<file path="src/rtl/tstate_pkg.sv">
// ============================================================================
// Module  : tstate_pkg
// Brief   : Shared widths and state encoding for the T-state controller.
// Rev     : 1.0  initial release
// ============================================================================
`default_nettype none

package tstate_pkg;

    localparam int c_t_width      = 3;
    localparam int c_onehot_width = 8;
    localparam int c_count_width  = 16;

    typedef enum logic [1:0] {
        ST_RUN     = 2'd0,
        ST_ENDING  = 2'd1,
        ST_HALTED  = 2'd2
    } state_t;

endpackage

`default_nettype wire

</file>
<file path="src/rtl/tstate_decode.sv">
// ============================================================================
// Module  : tstate_decode
// Brief   : Registered one-hot decode of the current T-state.
// Rev     : 1.0  initial release
// ============================================================================
`default_nettype none

module tstate_decode
    import tstate_pkg::*;
(
    input  logic                      clk,
    input  logic                      rst,
    input  logic [c_t_width-1:0]      t,
    output logic [c_onehot_width-1:0] onehot
);

    logic [c_onehot_width-1:0] r_onehot;

    always_ff @(posedge clk) begin
        if (rst) begin
            r_onehot <= c_onehot_width'(1);
        end else begin
            r_onehot <= c_onehot_width'(1) << t;
        end
    end

    assign onehot = r_onehot;

endmodule

`default_nettype wire

</file>
<file path="src/rtl/tstate_control.sv">
// ============================================================================
// Module  : tstate_control
// Brief   : Instruction-boundary controller for an external T-state counter:
//           end-of-instruction clear pulse, halt at boundary, instruction count.
//           Optional T-sequence checker enabled by macro TSTATE_SEQCHECK_EN.
// Rev     : 1.0  initial release
// ============================================================================
`default_nettype none

module tstate_control
    import tstate_pkg::*;
#(
    parameter int TMAX = 7
) (
    input  logic                      clk,
    input  logic                      reset,
    input  logic [c_t_width-1:0]      T,
    input  logic                      ucode_end,
    input  logic                      halt_req,
    output logic                      reset2_bar,
    output logic [c_onehot_width-1:0] t_onehot,
    output logic                      fetch,
    output logic                      halted,
    output logic [c_count_width-1:0]  instr_count,
    output logic                      seq_err
);

    state_t                     r_state;
    state_t                     w_next_state;
    logic                       w_end;
    logic                       w_count_inc;
    logic                       w_release;
    logic                       r_reset2_bar;
    logic [c_count_width-1:0]   r_instr_count;

    // T0/T1 are fetch cycles, so ucode_end only counts from T2 onward
    assign w_end = ((ucode_end && (T >= c_t_width'(2))) || (T == c_t_width'(TMAX)));

    always_ff @(posedge clk) begin
        if (reset) begin
            r_state <= ST_RUN;
        end else begin
            r_state <= w_next_state;
        end
    end

    always_comb begin
        w_next_state = r_state;
        case (r_state)
            ST_RUN: begin
                if (w_end) begin
                    w_next_state = ST_ENDING;
                end
            end
            ST_ENDING: begin
                if (T == '0) begin
                    w_next_state = halt_req ? ST_HALTED : ST_RUN;
                end
            end
            ST_HALTED: begin
                if (!halt_req) begin
                    w_next_state = ST_RUN;
                end
            end
            default: w_next_state = ST_RUN;
        endcase
    end

    always_comb begin
        w_count_inc = (r_state == ST_ENDING) && (T == '0);
        w_release   = (w_next_state == ST_RUN);
        halted      = (r_state == ST_HALTED);
    end

    // The counter samples reset2_bar on the falling edge, so it is registered
    // here to stay stable for the whole clk period following each decision.
    always_ff @(posedge clk) begin
        if (reset) begin
            r_reset2_bar  <= 1'b0;
            r_instr_count <= '0;
        end else begin
            r_reset2_bar <= w_release;
            if (w_count_inc) begin
                r_instr_count <= r_instr_count + c_count_width'(1);
            end
        end
    end

    assign reset2_bar  = r_reset2_bar;
    assign instr_count = r_instr_count;

    tstate_decode u_decode (
        .clk    (clk),
        .rst    (reset),
        .t      (T),
        .onehot (t_onehot)
    );

    assign fetch = t_onehot[0] | t_onehot[1];

`ifdef TSTATE_SEQCHECK_EN
    logic [c_t_width-1:0] r_exp_t;
    logic                 r_chk_armed;
    logic                 r_seq_err;

    // Expected T follows the counter: +1 while released, 0 while held clear
    always_ff @(posedge clk) begin
        if (reset) begin
            r_exp_t     <= '0;
            r_chk_armed <= 1'b0;
            r_seq_err   <= 1'b0;
        end else begin
            r_chk_armed <= 1'b1;
            r_exp_t     <= w_release ? (T + c_t_width'(1)) : '0;
            if (r_chk_armed && (T != r_exp_t)) begin
                r_seq_err <= 1'b1;
            end
        end
    end

    assign seq_err = r_seq_err;
`else
    assign seq_err = 1'b0;
`endif

endmodule

`default_nettype wire
</file>
<file path="config.mk">
export PLATFORM = sky130hd
export DESIGN_NAME = tstate_control
export DESIGN_NICKNAME = d
export VERILOG_FILES = /design/src/rtl/tstate_pkg.sv /design/src/rtl/tstate_decode.sv /design/src/rtl/tstate_control.sv
export SDC_FILE = /design/constraint.sdc
export NUM_CORES = 1
export LEC_CHECK = 0
export CAP_MARGIN = 20
export CORE_MARGIN = 8
export CORE_UTILIZATION = 45
export CTS_CLUSTER_DIAMETER = 50
export CTS_CLUSTER_SIZE = 20
export DETAILED_ROUTE_END_ITERATION = 12
export PLACE_DENSITY = 0.79
export RECOVER_POWER = 100
export SKIP_LAST_GASP = 1
export SLEW_MARGIN = 20
export SYNTH_ARGS = -nofsm -noshare
export SYNTH_HDL_FRONTEND = slang
export SYNTH_SLANG_ARGS = --single-unit
</file>
<file path="constraint.sdc">
create_clock -name clk -period 2.1 [get_ports clk]
set_input_delay 0.21 -clock clk [delete_from_list [all_inputs] [get_ports clk]]
set_output_delay 0.21 -clock clk [all_outputs]
set_load 0.03 [all_outputs]
</file>
**Yosys cells after proc, flatten, opt, wreduce, memory -nomap -nowiden**

Cells that the tools add are included.
Widths: inputs -> output; s select.

- Bits in registers: 27
- Bits in latches: 0
- Bits in writable memories: 0
- Memory bits (read-only): 0
- Bits of input ports: 7
- Output and inout bits: 28
- Memories: 0

- Add/subtract/negate cells: 1
- Multiply operators: 0
- Divide/modulo/power cells: 0
- $lt $le $gt $ge: 1
- Equality and inequality tests: 3
- Shift operators: 1
- Multiplexer cells: 5
- Bitwise logic cells: 1
- Reductions and logical operators: 6

Operators with widths:

| kind | count |
|---|---|
| $add 16x1->16 const B | 1 |
| $mux 2 | 4 |
| $shl 1x3->8 const A | 1 |
| $pmux 2 s3 | 1 |
| $logic_not 2->1 | 2 |
| $eq 3x3->1 const B | 1 |
| $ge 3x2->1 const B | 1 |
| $logic_not 3->1 | 1 |
| $eq 2x1->1 const B | 1 |
| $eq 2x2->1 const B | 1 |
| $logic_and 1x1->1 | 2 |
| $logic_or 1x1->1 | 1 |
| $or 1x1->1 | 1 |

**Longest topological paths before layout**

- Word-level depth: 6
- Mapped depth: 5
- Gate-level depth less buffers: 4

**By module**

From an unflattened synthesis, not the netlist that was laid out.

- Cells, all modules: 128
- Area total of the unflattened synthesis: 1169.9 um^2

By module, submodules not included:

| module | instances | cells an instance | area an instance (um^2) |
|---|---|---|---|
| tstate_control | 1 | 107 | 944.7 |
| tstate_decode | 1 | 21 | 225.2 |

**Least setup slack after synthesis**

Ideal clock, no wire load.

- Path type: register to register
- Start: register r_instr_count[3], in the netlist instr_count[3]
- End: register r_instr_count[15], in the netlist instr_count[15]
- Library setup time: 0.071 ns
- Arrival: 1.650 ns
- Required time: 2.029 ns
- Setup slack: 0.379 ns
- Stages on the path, launching flop included: 6
- Buffers on the path: 1
- Cell sequence: dfxtp_1 and4_1 buf_6 nand3_4 or4_1 a21oi_1

- Cells in the longest elaborated chain, start to end: 1

Ends and longest elaborated chain:

| what | line | source |
|---|---|---|
| start: declaration | tstate_control.sv:34 | `logic [c_count_width-1:0] r_instr_count;` |
| start signal: assignment | tstate_control.sv:84 | `r_instr_count <= r_instr_count + c_count_width'(1);` |
| $add 16x1->16 | tstate_control.sv:84 |  |

No other way between the ends.
A chain may end at the register's enable or synchronous reset.

**Final worst setup path**

- Start: input T[1]
- End: register r_instr_count[14], in the netlist instr_count[14]

- Cells in the longest elaborated chain, start to end: 2

Ends and longest elaborated chain:

| what | line | source |
|---|---|---|
| start: declaration | tstate_control.sv:17 | `input logic [c_t_width-1:0] T,` |
| $logic_not 3->1 | tstate_control.sv:70 | `w_count_inc = (r_state == ST_ENDING) && (T == '0);` |
| $logic_and 1x1->1 | tstate_control.sv:70 |  |

No other way between the ends.

==> metrics <==
outcome=finished clean; vias in the first global route=966; Buffers on Ports=33; Psw=206 µW; Die Area=4410 µm²; core area=2430 µm²; area delta synth->final=33.5%; largest net degree at the start of global routing=18; Lkg Pwr=0.616 nW; Critical Path RT=2.36 ns; maximum fanout along the worst path=8; final worst path period share=0.927; WL/cell=13.9 µm; Sw Ratio=0.247; top-count cell post-synth=dfxtp_1; global-route congestion overflow total=0; Cell Int Power=629 µW; PostCTS Resize Cnt=0; async set or reset register ratio after synthesis=0; IR drop worst, VDD=0.469 mV; ANT cells=0; number of I/O pins=35; setup TNS=0 ns; TritonCTS clock tree=built; Syn Inst Count=125; number of flops mapped to enable cells by yosys=0; min cycle time layout=1.95 ns; Crit path max-delay family=simple AND/OR/NAND/NOR gates; crit path cell chain=dlygate4sd3_1, nor3_1, buf_4, nand3_2, or4_1, a21oi_1; DR pass1 iterations=4; part of the power in the clock network=0.266; Mapped Avg Cell Area=9.14 µm²; CTS Hold Bufs=0; max capacitance violation total=0; area leader, netlist=dfxtp_1; area of placed instances=1510 µm²; Post-synth top flop=dfxtp_1; GP Congestion=0.792; Total Nets Final=170; DP HPWL=2040 µm; Seq pwr share=0.629; CP endpoint kind=flip-flop; Slew Limit Fails=0; layout cells sized above 1=0.0994; Tot GR Track Use=0.121; final hold viol count=0; initial antenna violation count=0; maximum achievable frequency=514 MHz; clock latency on the worst-skew pair=0.32 ns; Die Y=66.4 µm; top cells by area, synth=dfxtp_1, xor2_1, a21oi_1; slowest stage delay, CP=0.55 ns; htree depth=1; clock root buffer=clkbuf_4; Comb pwr share=0.104; clk buf depth=2; Yosys cell types=34; Clock Sinks=27; fillcell total=222; post-synthesis sequential area ratio=0.473; top cell type's share of synthesized area=0.473; kind of critical path=input pin to flip-flop; RSZ-0062 raised after global routing=false; Arr. time, crit path=2.21 ns; pwr dens=548 nW/µm²; slowest CP cell=dlygate4sd3_1; type of the most critical hold path=input pin to flip-flop; Post-Syn Nets=133; number of routed nets with antenna violations=0; worst-margin pin slew=0.611 ns; final setup violation count=0; worst path bufs/invs=2; DR iter-0 viols=60; DRC=0; mapped cell area=1140 µm²; Worst-path clk slew=0.14 ns; worst clock skew=0.00474 ns; global-route wire length before repair=4260 µm; Die Wd=66.4 µm; Yosys warnings=0; # rows=18; Finished Cell Area=1530 µm²; cts bufs inserted=3; routed wire length=2650 µm; Post-synth top cells=dfxtp_1, nor2_1, a21oi_1; Slew headroom=0.591; postcts setup bufs=0; Initial Util=0.470; CP Launch Type=input pin; Via density=5.27; Yosys reg bits=27; via count=1007
==> cell usage in the layout (no fill, tap or decap), drive strengths merged, types with 2 or more instances in the layout <==
cell type / n
inv: 2
buf: 4
or4: 4
a21oi: 10
and3: 2
nor3: 8
dlygate4sd3: 29
nand4: 5
o31ai: 4
nand2b: 3
nand3: 7
or2: 2
nor2b: 2
or3: 4
clkbuf: 4
and2: 2
clkdlybuf4s50: 4
xor2: 7
nor2: 13
o21ai: 4
nand2: 6
dfxtp: 27
==> worst min-delay path, stage by stage <==
cell and delay [ns]:
clkdlybuf4s50_1 0.40, inv_1 0.07, nor3_1 0.05
==> state kept, by name (all words and copies together), names as in the netlist <==
name	cells
instr_count	16
r_state	2
u_decode.onehot	8
reset2_bar	1
==> layer usage <==
layer  track usage  up-vias  wire (µm)
met1         0.125      462       1120
li1              -      517          -
met5             0        -          0
met2         0.224       24       1360
met4        0.0480        0         38
met3        0.0339        4        134
==> final cells by class <==
type	instances	area, µm²	share of cell area
flip-flops and latches	27	541	0.354
well taps	30	37.5	0.0246
multi-input cells	90	548	0.359
repair buffers	38	364	0.239
clock inverters	1	5.00	0.00328
clock buffers	3	22.5	0.0148
inverters	2	7.51	0.00492
==> power groups by stage <==
stage	combinational (mW)	clock, mW	sequential [mW]
after floorplan	0.0344	0	0.551
after global placement	0.0910	0	0.537
after detailed placement	0.0928	0	0.537
after CTS	0.0933	0.228	0.526
after global routing	0.0935	0.249	0.527
final	0.0871	0.223	0.526
==> final timing paths <==
check             startpoint         endpoint  slack, ns  depth (start not counted)
min reg2reg  instr_count[15]  instr_count[15]       0.51                          2
max                     T[1]  instr_count[14]       0.15                          6
max reg2reg       r_state[1]  instr_count[15]       0.41                          4
min                 halt_req       r_state[1]       0.44                          3
==> metrics by stage <==
stage,power (mW),worst slack [ns],hold WS (ns),cells,utilization
after floorplan,0.585,0.379,0.287,125,-
after global placement,0.628,0.186,0.464,187,0.619
after detailed placement,0.630,0.0909,0.489,187,0.619
after CTS,0.847,0.231,0.434,191,0.631
after global routing,0.870,0.0890,0.449,191,0.627
final,0.835,0.154,0.439,191,0.627
==> cell families (layout without fill, tap and decap cells) <==
family	count (synthesis)	after routing	share of synthesized area
AND/OR/NAND/NOR	61	61	0.312
flip-flops	27	27	0.473
AO/OA/AOI/OAI	19	19	0.0953
buffers and inverters	8	44	0.0427
XOR/XNOR	7	7	0.0537
adder cells (fa/ha/maj)	2	2	0.0197
other	1	1	0.00328
No activity file was read; power rests on OpenSTA's default activity.
